===== config.mk =====
export PLATFORM = sky130hd
export DESIGN_NAME = sd_write_stream_dat
export DESIGN_NICKNAME = d
export VERILOG_FILES = /design/src/rtl/sd_write_stream_dat.sv
export SDC_FILE = /design/constraint.sdc
export NUM_CORES = 1
export LEC_CHECK = 0
export ABC_AREA = 1
export CAP_MARGIN = 10
export CORE_MARGIN = 5
export CORE_UTILIZATION = 62
export CTS_BUF_LIST = sky130_fd_sc_hd__clkbuf_8
export CTS_CLUSTER_SIZE = 12
export DETAILED_ROUTE_END_ITERATION = 16
export PLACE_DENSITY_LB_ADDON = 0.05
export SLEW_MARGIN = 20
export SYNTH_ARGS = -nofsm -noshare
export SYNTH_HDL_FRONTEND = slang
export SYNTH_SLANG_ARGS = --single-unit

===== constraint.sdc =====
create_clock -name clock -period 3.5 [get_ports clock]
set_clock_uncertainty 0.2 [all_clocks]
set_input_delay 0.35 -clock clock [delete_from_list [all_inputs] [get_ports clock]]
set_output_delay 0.35 -clock clock [all_outputs]
set_load 0.05 [all_outputs]

===== src/rtl/sd_write_stream_dat.sv =====
// SDIO slave 4-bit DAT transmitter: serialises one data block (start nibble,
// payload, per-line CRC16, end nibble) from a show-ahead TX FIFO onto DAT[3:0].

module sd_crc16 (
  input  logic        clock,
  input  logic        reset,
  input  logic        clear,
  input  logic        enable,
  input  logic        in,
  output logic [15:0] crc
);

  // x^16 + x^12 + x^5 + 1, MSB shifted out first
  always_ff @(posedge clock or posedge reset) begin
    if (reset)
      crc <= 16'h0000;
    else if (clear)
      crc <= 16'h0000;
    else if (enable)
      crc <= {crc[14:0], 1'b0} ^ ({16{in ^ crc[15]}} & 16'h1021);
  end

endmodule

module sd_write_stream_dat #(
  parameter int unsigned PREAMBLE_CLOCKS = 1
) (
  input  logic       clock,
  input  logic       reset,
  input  logic       sd_clock,
  input  logic       write_strobe,
  input  logic [8:0] data_count,
  input  logic [7:0] byte_in,
  input  logic       fifo_empty,
  output logic       byte_read_strobe,
  output logic [3:0] sd_data_out,
  output logic       sd_data_oe,
  output logic       busy,
  output logic       write_all_strobe,
  output logic       underflow
);

  typedef enum logic [2:0] {
    S_IDLE,
    S_PREAMBLE,
    S_START,
    S_DATA,
    S_CRC,
    S_END,
    S_RELEASE
  } state_t;

  state_t      state;
  logic        sd_clock1, sd_clock2, sd_clock3;
  logic        fall;
  logic [8:0]  data_count_buf;
  logic        nib_hi;
  logic [7:0]  byte_sh;
  logic [3:0]  crc_idx;
  logic [3:0]  pre_cnt;
  logic [3:0]  data_nib;
  logic [3:0]  crc_bits;
  logic        crc_clear;
  logic        crc_en;
  logic [15:0] crc [4];

  // sd_clock1/2 form the synchroniser; sd_clock3 is the delayed copy for edge detect
  always_ff @(posedge clock or posedge reset) begin
    if (reset) begin
      sd_clock1 <= 1'b1;
      sd_clock2 <= 1'b1;
      sd_clock3 <= 1'b1;
    end else begin
      sd_clock1 <= sd_clock;
      sd_clock2 <= sd_clock1;
      sd_clock3 <= sd_clock2;
    end
  end

  assign fall = sd_clock3 & ~sd_clock2;

  // Nibble going onto the bus at this DATA fall; the CRCs see the same value
  always_comb begin
    data_nib = byte_sh[3:0];
    if (nib_hi)
      data_nib = fifo_empty ? 4'h0 : byte_in[7:4];
  end

  assign crc_clear = write_strobe && (state == S_IDLE);
  assign crc_en    = fall && (state == S_DATA);

  for (genvar i = 0; i < 4; i++) begin : g_crc
    sd_crc16 u_crc (
      .clock  (clock),
      .reset  (reset),
      .clear  (crc_clear),
      .enable (crc_en),
      .in     (data_nib[i]),
      .crc    (crc[i])
    );
    assign crc_bits[i] = crc[i][crc_idx];
  end

  always_ff @(posedge clock or posedge reset) begin
    if (reset) begin
      state            <= S_IDLE;
      sd_data_out      <= 4'hF;
      sd_data_oe       <= 1'b0;
      byte_read_strobe <= 1'b0;
      write_all_strobe <= 1'b0;
      busy             <= 1'b0;
      underflow        <= 1'b0;
      data_count_buf   <= 9'd0;
      nib_hi           <= 1'b0;
      byte_sh          <= 8'h00;
      crc_idx          <= 4'd0;
      pre_cnt          <= 4'd0;
    end else begin
      byte_read_strobe <= 1'b0;
      write_all_strobe <= 1'b0;
      case (state)
        S_IDLE: begin
          // A fall coinciding with the strobe is deliberately ignored here
          if (write_strobe) begin
            underflow <= 1'b0;
            if (data_count != 9'd0) begin
              data_count_buf <= data_count;
              busy           <= 1'b1;
              pre_cnt        <= PREAMBLE_CLOCKS[3:0];
              state          <= S_PREAMBLE;
            end else begin
              write_all_strobe <= 1'b1;
            end
          end
        end
        S_PREAMBLE: if (fall) begin
          sd_data_oe  <= 1'b1;
          sd_data_out <= 4'hF;
          pre_cnt     <= pre_cnt - 4'd1;
          if (pre_cnt == 4'd1)
            state <= S_START;
        end
        S_START: if (fall) begin
          sd_data_out <= 4'h0;
          nib_hi      <= 1'b1;
          state       <= S_DATA;
        end
        S_DATA: if (fall) begin
          sd_data_out <= data_nib;
          nib_hi      <= ~nib_hi;
          if (nib_hi) begin
            if (fifo_empty) begin
              byte_sh   <= 8'h00;
              underflow <= 1'b1;
            end else begin
              byte_sh          <= byte_in;
              byte_read_strobe <= 1'b1;
            end
          end else begin
            data_count_buf <= data_count_buf - 9'd1;
            if (data_count_buf == 9'd1) begin
              crc_idx <= 4'd15;
              state   <= S_CRC;
            end
          end
        end
        S_CRC: if (fall) begin
          sd_data_out <= crc_bits;
          crc_idx     <= crc_idx - 4'd1;
          if (crc_idx == 4'd0)
            state <= S_END;
        end
        S_END: if (fall) begin
          sd_data_out <= 4'hF;
          state       <= S_RELEASE;
        end
        S_RELEASE: if (fall) begin
          sd_data_oe       <= 1'b0;
          busy             <= 1'b0;
          write_all_strobe <= 1'b1;
          state            <= S_IDLE;
        end
        default: state <= S_IDLE;
      endcase
    end
  end

endmodule


### After elaboration in Yosys (flattened, before gate mapping)

Cells that the tools add are included.

* output and inout bits: 9
* memory bits (writable): 0
* bits in read-only memories: 0
* bits in latches: 0
* bits of input ports: 22
* memories kept: 0
* bits in registers: 101
* logic and storage cells: 153

* muxes and demuxes: 72
* reductions and logical operators: 24
* equality and inequality tests: 23
* shifts and indexed selects: 0
* magnitude comparators: 1
* add/sub/neg operators: 3
* multipliers: 0
* div/mod/pow operators: 0
* bitwise gates (word level): 11

Operator list (count)
* two-way mux 16 bit: 8
* XOR 16 x 13 -> 16 bit: 4
* two-way mux 4 bit: 14
* two-way mux 3 bit: 12
* two-way mux 9 bit: 4
* != test 2 bit (second input constant): 12
* one-hot mux 3 bit (7 select lines): 1
* two-way mux 1 bit: 20
* AND reduction 5 bit: 4
* one-hot mux 9 bit (2 select lines): 1
* binary-select mux 1 bit (select 4 bit): 4
* one-hot mux 4 bit (2 select lines): 2
* one-hot mux 4 bit (4 select lines): 1
* nonzero test 2 bit: 7
* AND reduction 12 bit: 1
* one-hot mux 1 bit (2 select lines): 5
* == test 3 bit (second input constant): 3
* == test 9 x 1 -> 1 bit (second input constant): 1
* AND reduction 3 bit: 3
* nonzero test 9 bit: 1
* subtractor 9 x 1 -> 9 bit (second input constant): 1
* AND reduction 4 bit: 2
* subtractor 4 x 1 -> 4 bit (second input constant): 2
* == test 3 x 2 -> 1 bit (second input constant): 2
* other kinds (12): 19

### Depth between registers and ports, before layout

Gate-level depths: netlist of run 1.

* depth in word-level cells: 6
* mapped depth: 14
* depth with buffers taken out: 12

### Modules after synthesis

Synthesis of run 1 repeated with hierarchy kept, for this count alone.

* cells, all modules: 774
* area total of the unflattened synthesis: 5639.2 um^2

By module, submodules not included
* sd_write_stream_dat: area each 2936.6 um^2, cells each 490, times used 1, sequential area each 934.6 um^2
* sd_crc16: area each 675.6 um^2, cells each 71, times used 4, sequential area each 400.4 um^2

### Worst setup path after synthesis of run 1

OpenSTA, ideal clock, no wires.

* kind: register to register
* from: register crc_idx[0]
* to: register state[0]
* data arrival time: 1.547 ns
* data required time: 3.177 ns
* cell stages (with the launch flop): 12
* setup time: 0.123 ns
* path buffers: 2
* slack: 1.630 ns
* path through: dfrtp_1 > buf_2 > inv_2 > clkbuf_1 > ha_1 > nand2_1 > nand2_1 > nand3_1 > nor2_1 > nand2_1 > nand2_1 > o21ai_1

* longest elaborated chain between the ends: 3

Ends and longest elaborated chain
* from (decl): line 59 `logic [3:0] crc_idx;`
* from (signal assigned): line 169 `crc_idx <= crc_idx - 4'd1;`
* zero test 4 bit: line 170 `if (crc_idx == 4'd0)`
* != test 2 bit (no source line)
* AND reduction 12 bit (no source line)
* to (signal assigned): line 171 `state <= S_END;`
* to (signal assigned): line 175 `state <= S_RELEASE;`
* to (signal assigned): line 181 `state <= S_IDLE;`
* to (decl): line 53 `state_t state;`

Every way passes these cells.
A chain may end at the register's enable or synchronous reset.

### Worst setup path in the final report of run 1

* from: register sd_clock3
* to: register byte_sh[1]

* longest elaborated chain between the ends: 2

Ends and longest elaborated chain
* from (decl): line 54 `logic sd_clock1, sd_clock2, sd_clock3;`
* from (signal assigned): line 76 `sd_clock3 <= sd_clock2;`
* AND 1 bit: line 80 `assign fall = sd_clock3 & ~sd_clock2;`
* AND reduction 3 bit (no source line)
* to (signal assigned): line 156 `byte_sh <= byte_in;`
* to (decl): line 58 `logic [7:0] byte_sh;`

Every way passes these cells.

==> qor.yml, run 1 <==
gp_congestion: 0.877
ys_warn_count: 0
numCtsBuffers: 9
fin_nets: 722
rsz0062_at_grt: "no"
antenna_found_initial: 0
hp-start: "sd_clock2"
clk_latency_ns: 0.37
netlist_instances: 674
power_leakage_nw: 2.85
slew_viol_final: 0
hold_end: "sd_clock3"
relSlewSlack_pct: 55.8
die_x_um: 102
initial_utilization_pct: 63.8
path_cells: "inv_1 -> nor2_1 -> inv_2 -> nor2_4 -> inv_2 -> buf_4 -> nor2_1 -> nand2_1 -> o21ai_0"
cpPeakStageDelay_ns: 0.53
tns_ns: 0
vias_per_cell: 5.54
routedWlPerCell_um: 14.4
cts.sink_count: 101
syn2layout_area_growth_pct: 10.7
max_freq_mhz: 405
die_y_um: 102
cp-end-kind: "flop"
vdd_drop_max_uv: 371
cap_violations: 0
synth.avg_cell_area_um2: 7.78
yosysUniqueCellTypes: 31
ys_seq_area_share_pct: 48.4
power.total_mw: 4.46
utilization_pct: 70.6
crit_fanout: 56
timing.hold.ws_ns: 0.178
post_cts_buffers: 0
holdBufCountCts: 0
drt_iter0_drc: 323
synth_compound_area_share_pct: 14.2
syn_nets: 701
synth_xor_area_share_pct: 2.00
rows: 33
cp_slowest_cell: "dfstp_2"
drive_gt1_share_pct: 8.29
routed_wirelength_um: 11600
critPathKind: "reg2reg"
cts_buffer_depth: 2
dpl-instance-area_um2: 5600
ant_nets: 0
cts_tree: "done"
dieArea_um2: 10400
hold_viol: 0
setup_viol: 0
reg2reg_to: "byte_sh[1]"
path_depth: 9
grt_overflow: 0
clockRootBuffer: "clkbuf_8"
rrSetupSlack_ns: 1.03
hpwlAfterDp_um: 7740
io_buffer_count: 30
worst_pin_slew_ns: 0.664
cp.arrival_ns: 2.56
htreeDepth: 3
outcome: "finished, final reports clean"
drc_errors: 0
hold_path_depth: 0
drtPass1Iterations: 5
synthMuxAreaShare_pct: 0
grt_pass1_wl_um: 20200
reg2reg_depth: 9
finalCritPeriodShare_pct: 70.6
p_per_area_nw_per_um2: 768
cp.buffers_inverters: 4
critPathTopFamily: "simple AND/OR/NAND/NOR gates"
io-pin-count: 31
crit_path_start_kind: "flop"
clk_pin_slew_ns: 0.10
synthSimpleGateAreaFrac_pct: 23.4
grtUsageTotal_pct: 24.2
synth_top_family_by_area: "simple AND/OR/NAND/NOR gates"
synth_seq_cells: 101
core_um2: 8220
hp-class: "reg2reg"
synth_area_um2: 5240
critPathRequiredTime_ns: 3.59
routed-via-count: 4459
grt_max_degree: 65
post_cts_resize_count: 0
num_antenna_cells: 0
fin_area_um2: 5800
final.min_clock_period_ns: 2.47
grt_pass1_vias: 4350
r2r-start: "sd_clock3"
yosys.area_share.adder_pct: 1.19
## synth_stat cells
| master | count | area (µm²) |
|---|---|---|
| a21oi_1 | 11 | 55.1 |
| a31oi_1 | 4 | 25.0 |
| buf_2 | 16 | 80.1 |
| buf_6 | 2 | 22.5 |
| clkbuf_1 | 8 | 30.0 |
| clkinv_1 | 1 | 3.75 |
| dfrtp_1 | 94 | 2350 |
| dfstp_2 | 7 | 184 |
| ha_1 | 5 | 62.6 |
| inv_1 | 103 | 387 |
| inv_2 | 7 | 26.3 |
| inv_4 | 3 | 18.8 |
| nand2_1 | 179 | 672 |
| nand2_2 | 3 | 18.8 |
| nand2_4 | 1 | 11.3 |
| nand3_1 | 69 | 345 |
| nand3_4 | 1 | 17.5 |
| nor2_1 | 26 | 97.6 |
| nor2_2 | 4 | 25.0 |
| nor2_4 | 1 | 11.3 |
| nor3_1 | 2 | 10.0 |
| nor3_2 | 1 | 10.0 |
| o211ai_1 | 1 | 7.51 |
| o21ai_0 | 28 | 140 |
| o21ai_1 | 21 | 105 |
| o21ai_2 | 7 | 61.3 |
| o22ai_1 | 55 | 344 |
| o31ai_1 | 1 | 7.51 |
| or2_2 | 1 | 6.26 |
| xnor2_1 | 1 | 8.76 |
| xor2_1 | 11 | 96.3 |
## state kept, by name, indices dropped and copies added, names as in the netlist, 3 cells and up
| signal | count |
|---|---|
| crc_idx | 4 |
| state | 3 |
| g_crc.u_crc.crc | 64 |
| data_count_buf | 9 |
| sd_data_out | 4 |
| pre_cnt | 4 |
| byte_sh | 4 |
## placed cells by master, fill, tap and decap left out
cell             instances
a21oi_1                 11
a31oi_1                  4
buf_12                   1
buf_4                    5
bufinv_16                1
clkbuf_8                10
clkdlybuf4s50_1         30
clkinv_1                 1
clkinv_2                 1
clkinv_4                 2
clkinvlp_4               1
dfrtp_1                 94
dfstp_2                  7
ha_1                     5
inv_1                  103
inv_2                    7
inv_4                    4
nand2_1                179
nand2_2                  3
nand2_4                  1
nand3_1                 69
nand3_4                  1
nor2_1                  26
nor2_2                   4
nor2_4                   1
nor3_1                   2
nor3_2                   1
o211ai_1                 1
o21ai_0                 28
o21ai_1                 21
o21ai_2                  7
o22ai_1                 55
o31ai_1                  1
or2_2                    1
xnor2_1                  1
xor2_1                  11
## worst max-delay path by stage
stage / start / slack [ns] / endpoint
after global placement: sd_clock3 / 1.15 / byte_sh[0]
after detailed placement: sd_clock3 / 1.07 / byte_sh[2]
final: sd_clock3 / 1.03 / byte_sh[1]
after floorplan: reset / 0.31 / busy
after global routing: sd_clock3 / 0.83 / byte_sh[1]
after CTS: sd_clock3 / 1.04 / byte_sh[1]
## cell families (layout without fill, tap and decap cells)
group	after synthesis	count (layout)
and+or+nand+nor	288	288
buffers and inverters	140	166
AOI/OAI and AO/OA	128	128
DFF	101	101
xor gates and xnor gates	12	12
adders and majority gates	5	5
## where the power goes
part / switching [mW] / internal [mW] / leakage, nW
Combinational: 1.43 / 0.684 / 1.43
Clock: 0.416 / 0.349 / 0.104
Sequential: 0.173 / 1.40 / 1.32
## worst reg2reg max path: stages, from the launching register on
cell	delay (ns)
dfstp_2	0.53
inv_1	0.03
nor2_1	0.25
inv_2	0.16
nor2_4	0.29
inv_2	0.07
buf_4	0.32
nor2_1	0.37
nand2_1	0.08
o21ai_0	0.09
## layer usage
metal	wire length [µm]	GRT usage [%]
met2	5690	39.0
met5	0	0
met3	513	3.00
met1	5150	33.7
met4	250	9.38
## per-stage QoR
| step | worst slack (ns) | cells |
|---|---|---|
| 6_report | 1.03 | 805 |
| 5_1_grt | 0.832 | 805 |
| 3_3_place_gp | 1.15 | 789 |
| 4_1_cts | 1.04 | 805 |
| 3_5_place_dp | 1.07 | 789 |
| 2_1_floorplan | 0.314 | 674 |
## area by class of cell
type | instances | area (µm²)
well taps | 105 | 131
flip-flops and latches | 101 | 2540
fillers | 692 | 2410
clock inverters | 6 | 63.8
inverters | 114 | 438
repair buffers | 36 | 358
multi-input cells | 433 | 2140
clock buffers | 10 | 138
No activity file was read; power rests on OpenSTA's default activity.
==> inputs of run 2 (changes only) <==
- clock period: 3.5 -> 2.39 ns (I/O delays scaled with it)
==> run 2 against run 1 <==
Against the previous run: final area grew 0.50%; sequential share of layout area shrank 0.22 points; critical path depth shrank 8; register-to-register slack lost 0.66 ns; utilization grew 0.35 points; worst hold slack lost 0.095 ns; count of clock-buffer cells in the layout is the same; power grew 45%; routed wire length grew 0.16%; first-iteration DRC count shrank 43%; critical path type is now reg2out; largest cell class unchanged; largest power group unchanged.
==> qor.yml, run 2 (synthesized netlist as in run 1, its figures left out) <==
rrSetupSlack_ns: 0.37
cts.sink_count: 101
hpwlAfterDp_um: 8000
die_y_um: 102
utilization_pct: 71.0
cts_tree: "done"
routedWlPerCell_um: 14.3
slew_viol_final: 0
grtUsageTotal_pct: 24.2
htreeDepth: 3
critPathKind: "reg2out"
r2r-start: "state[2]"
routed-via-count: 4457
reg2reg_depth: 10
regMostFlops: "g_crc.u_crc.crc"
critPathTopFamily: "buffers and inverters"
gp_congestion: 0.941
holdBufCountCts: 0
cp.arrival_ns: 1.71
most-common-layout-cells: "nand2_1 (179), inv_1 (104), dfrtp_1 (94)"
drtPass1Iterations: 5
routed_wirelength_um: 11600
largest_register_ffs: 64
combPwrFrac_pct: 48.9
critPathRequiredTime_ns: 1.95
max_freq_mhz: 466
post_cts_resize_count: 0
core_um2: 8220
power_leakage_nw: 2.87
p_per_area_nw_per_um2: 1110
reg2reg_to: "data_count_buf[2]"
cp.buffers_inverters: 1
power.switching_mw: 2.96
setup_viol: 0
die_x_um: 102
final_common_cell: "nand2_1"
io-pin-count: 31
swShare_pct: 45.8
drt_iter0_drc: 185
worst_pin_slew_ns: 0.523
syn2layout_area_growth_pct: 11.2
crit_path_start_kind: "flop"
rsz0062_at_grt: "no"
clk_pin_slew_ns: 0.09
grt_pass1_wl_um: 20000
finalCritPeriodShare_pct: 89.8
path_cells: "clkdlybuf4s50_1"
clk_latency_ns: 0.37
hp-class: "in2reg"
dpl_worst_slack_ns: 0.394
grt_max_degree: 102
p_seq_share_pct: 35.8
num_antenna_cells: 0
hp-start: "sd_clock"
antenna_found_initial: 0
rows: 33
clockRootBuffer: "clkbuf_8"
power.total_mw: 6.47
vdd_drop_max_uv: 686
ant_nets: 0
grt_pass1_vias: 4493
hold_viol: 0
top_regs: "g_crc.u_crc.crc: 64 flops, data_count_buf: 9 flops"
final.min_clock_period_ns: 2.15
dieArea_um2: 10400
initial_utilization_pct: 63.8
p_int_mw: 3.51
tns_ns: 0
io_buffer_count: 30
worst_slack_ns: 0.244
grt_overflow: 0
outcome: "finished, final reports clean"
cpPeakStageDelay_ns: 0.80
cts_buffer_depth: 2
fin_nets: 727
fin_area_um2: 5830
hold_path_depth: 1
numCtsBuffers: 9
relSlewSlack_pct: 64.9
drive_gt1_share_pct: 8.79
vias_per_cell: 5.50
drc_errors: 0
final.fill_count: 679
clockPowerShare_pct: 15.3
post_cts_buffers: 0
crit_fanout: 2
cp-end-kind: "output port"
hold_end: "sd_clock1"
cp_slowest_cell: "clkdlybuf4s50_1"
cap_violations: 0
dpl-instance-area_um2: 5650
run 2: through the flow:
step	hold WS (ns)	cells
after floorplan	0.0435	674
after global placement	0.145	794
after detailed placement	0.148	794
after CTS	0.0649	810
after global routing	0.0664	810
final	0.0826	810
run 2: worst max path at each step:
stage                                    to  slack [ns]  cells past startpoint      startpoint
after floorplan                    state[0]        0.52                     11      crc_idx[0]
after global placement    data_count_buf[0]        0.41                      9   data_count[2]
after detailed placement  data_count_buf[8]        0.39                      9   data_count[2]
after CTS                    sd_data_out[3]        0.22                      1  sd_data_out[3]
after global routing         sd_data_out[3]        0.19                      1  sd_data_out[3]
final                        sd_data_out[3]        0.24                      1  sd_data_out[3]
run 2: area by class of cell:
class / count / area [µm²] / area share [%]
flip-flops and latches: 101 / 2540 / 43.5
multi-input cells: 433 / 2140 / 36.7
clock inverters: 6 / 41.3 / 0.708
clock buffers: 10 / 138 / 2.36
repair buffers: 41 / 408 / 6.99
inverters: 114 / 439 / 7.53
well taps: 105 / 131 / 2.25
run 2: power by group through the flow:
stage / clock network (mW) / registers [mW] / logic (mW)
2_1_floorplan: 0 / 2.44 / 2.28
3_3_place_gp: 0 / 2.32 / 3.07
3_5_place_dp: 0 / 2.34 / 3.13
4_1_cts: 1.01 / 2.31 / 3.15
5_1_grt: 1.09 / 2.36 / 3.53
6_report: 0.989 / 2.32 / 3.16
run 2: layer usage:
| layer | part of all wire (%) | GRT usage [%] |
|---|---|---|
| met5 | 0 | 0 |
| met4 | 2.1 | 9.38 |
| met3 | 4.5 | 4.51 |
| met2 | 48 | 40.0 |
| met1 | 45 | 31.7 |
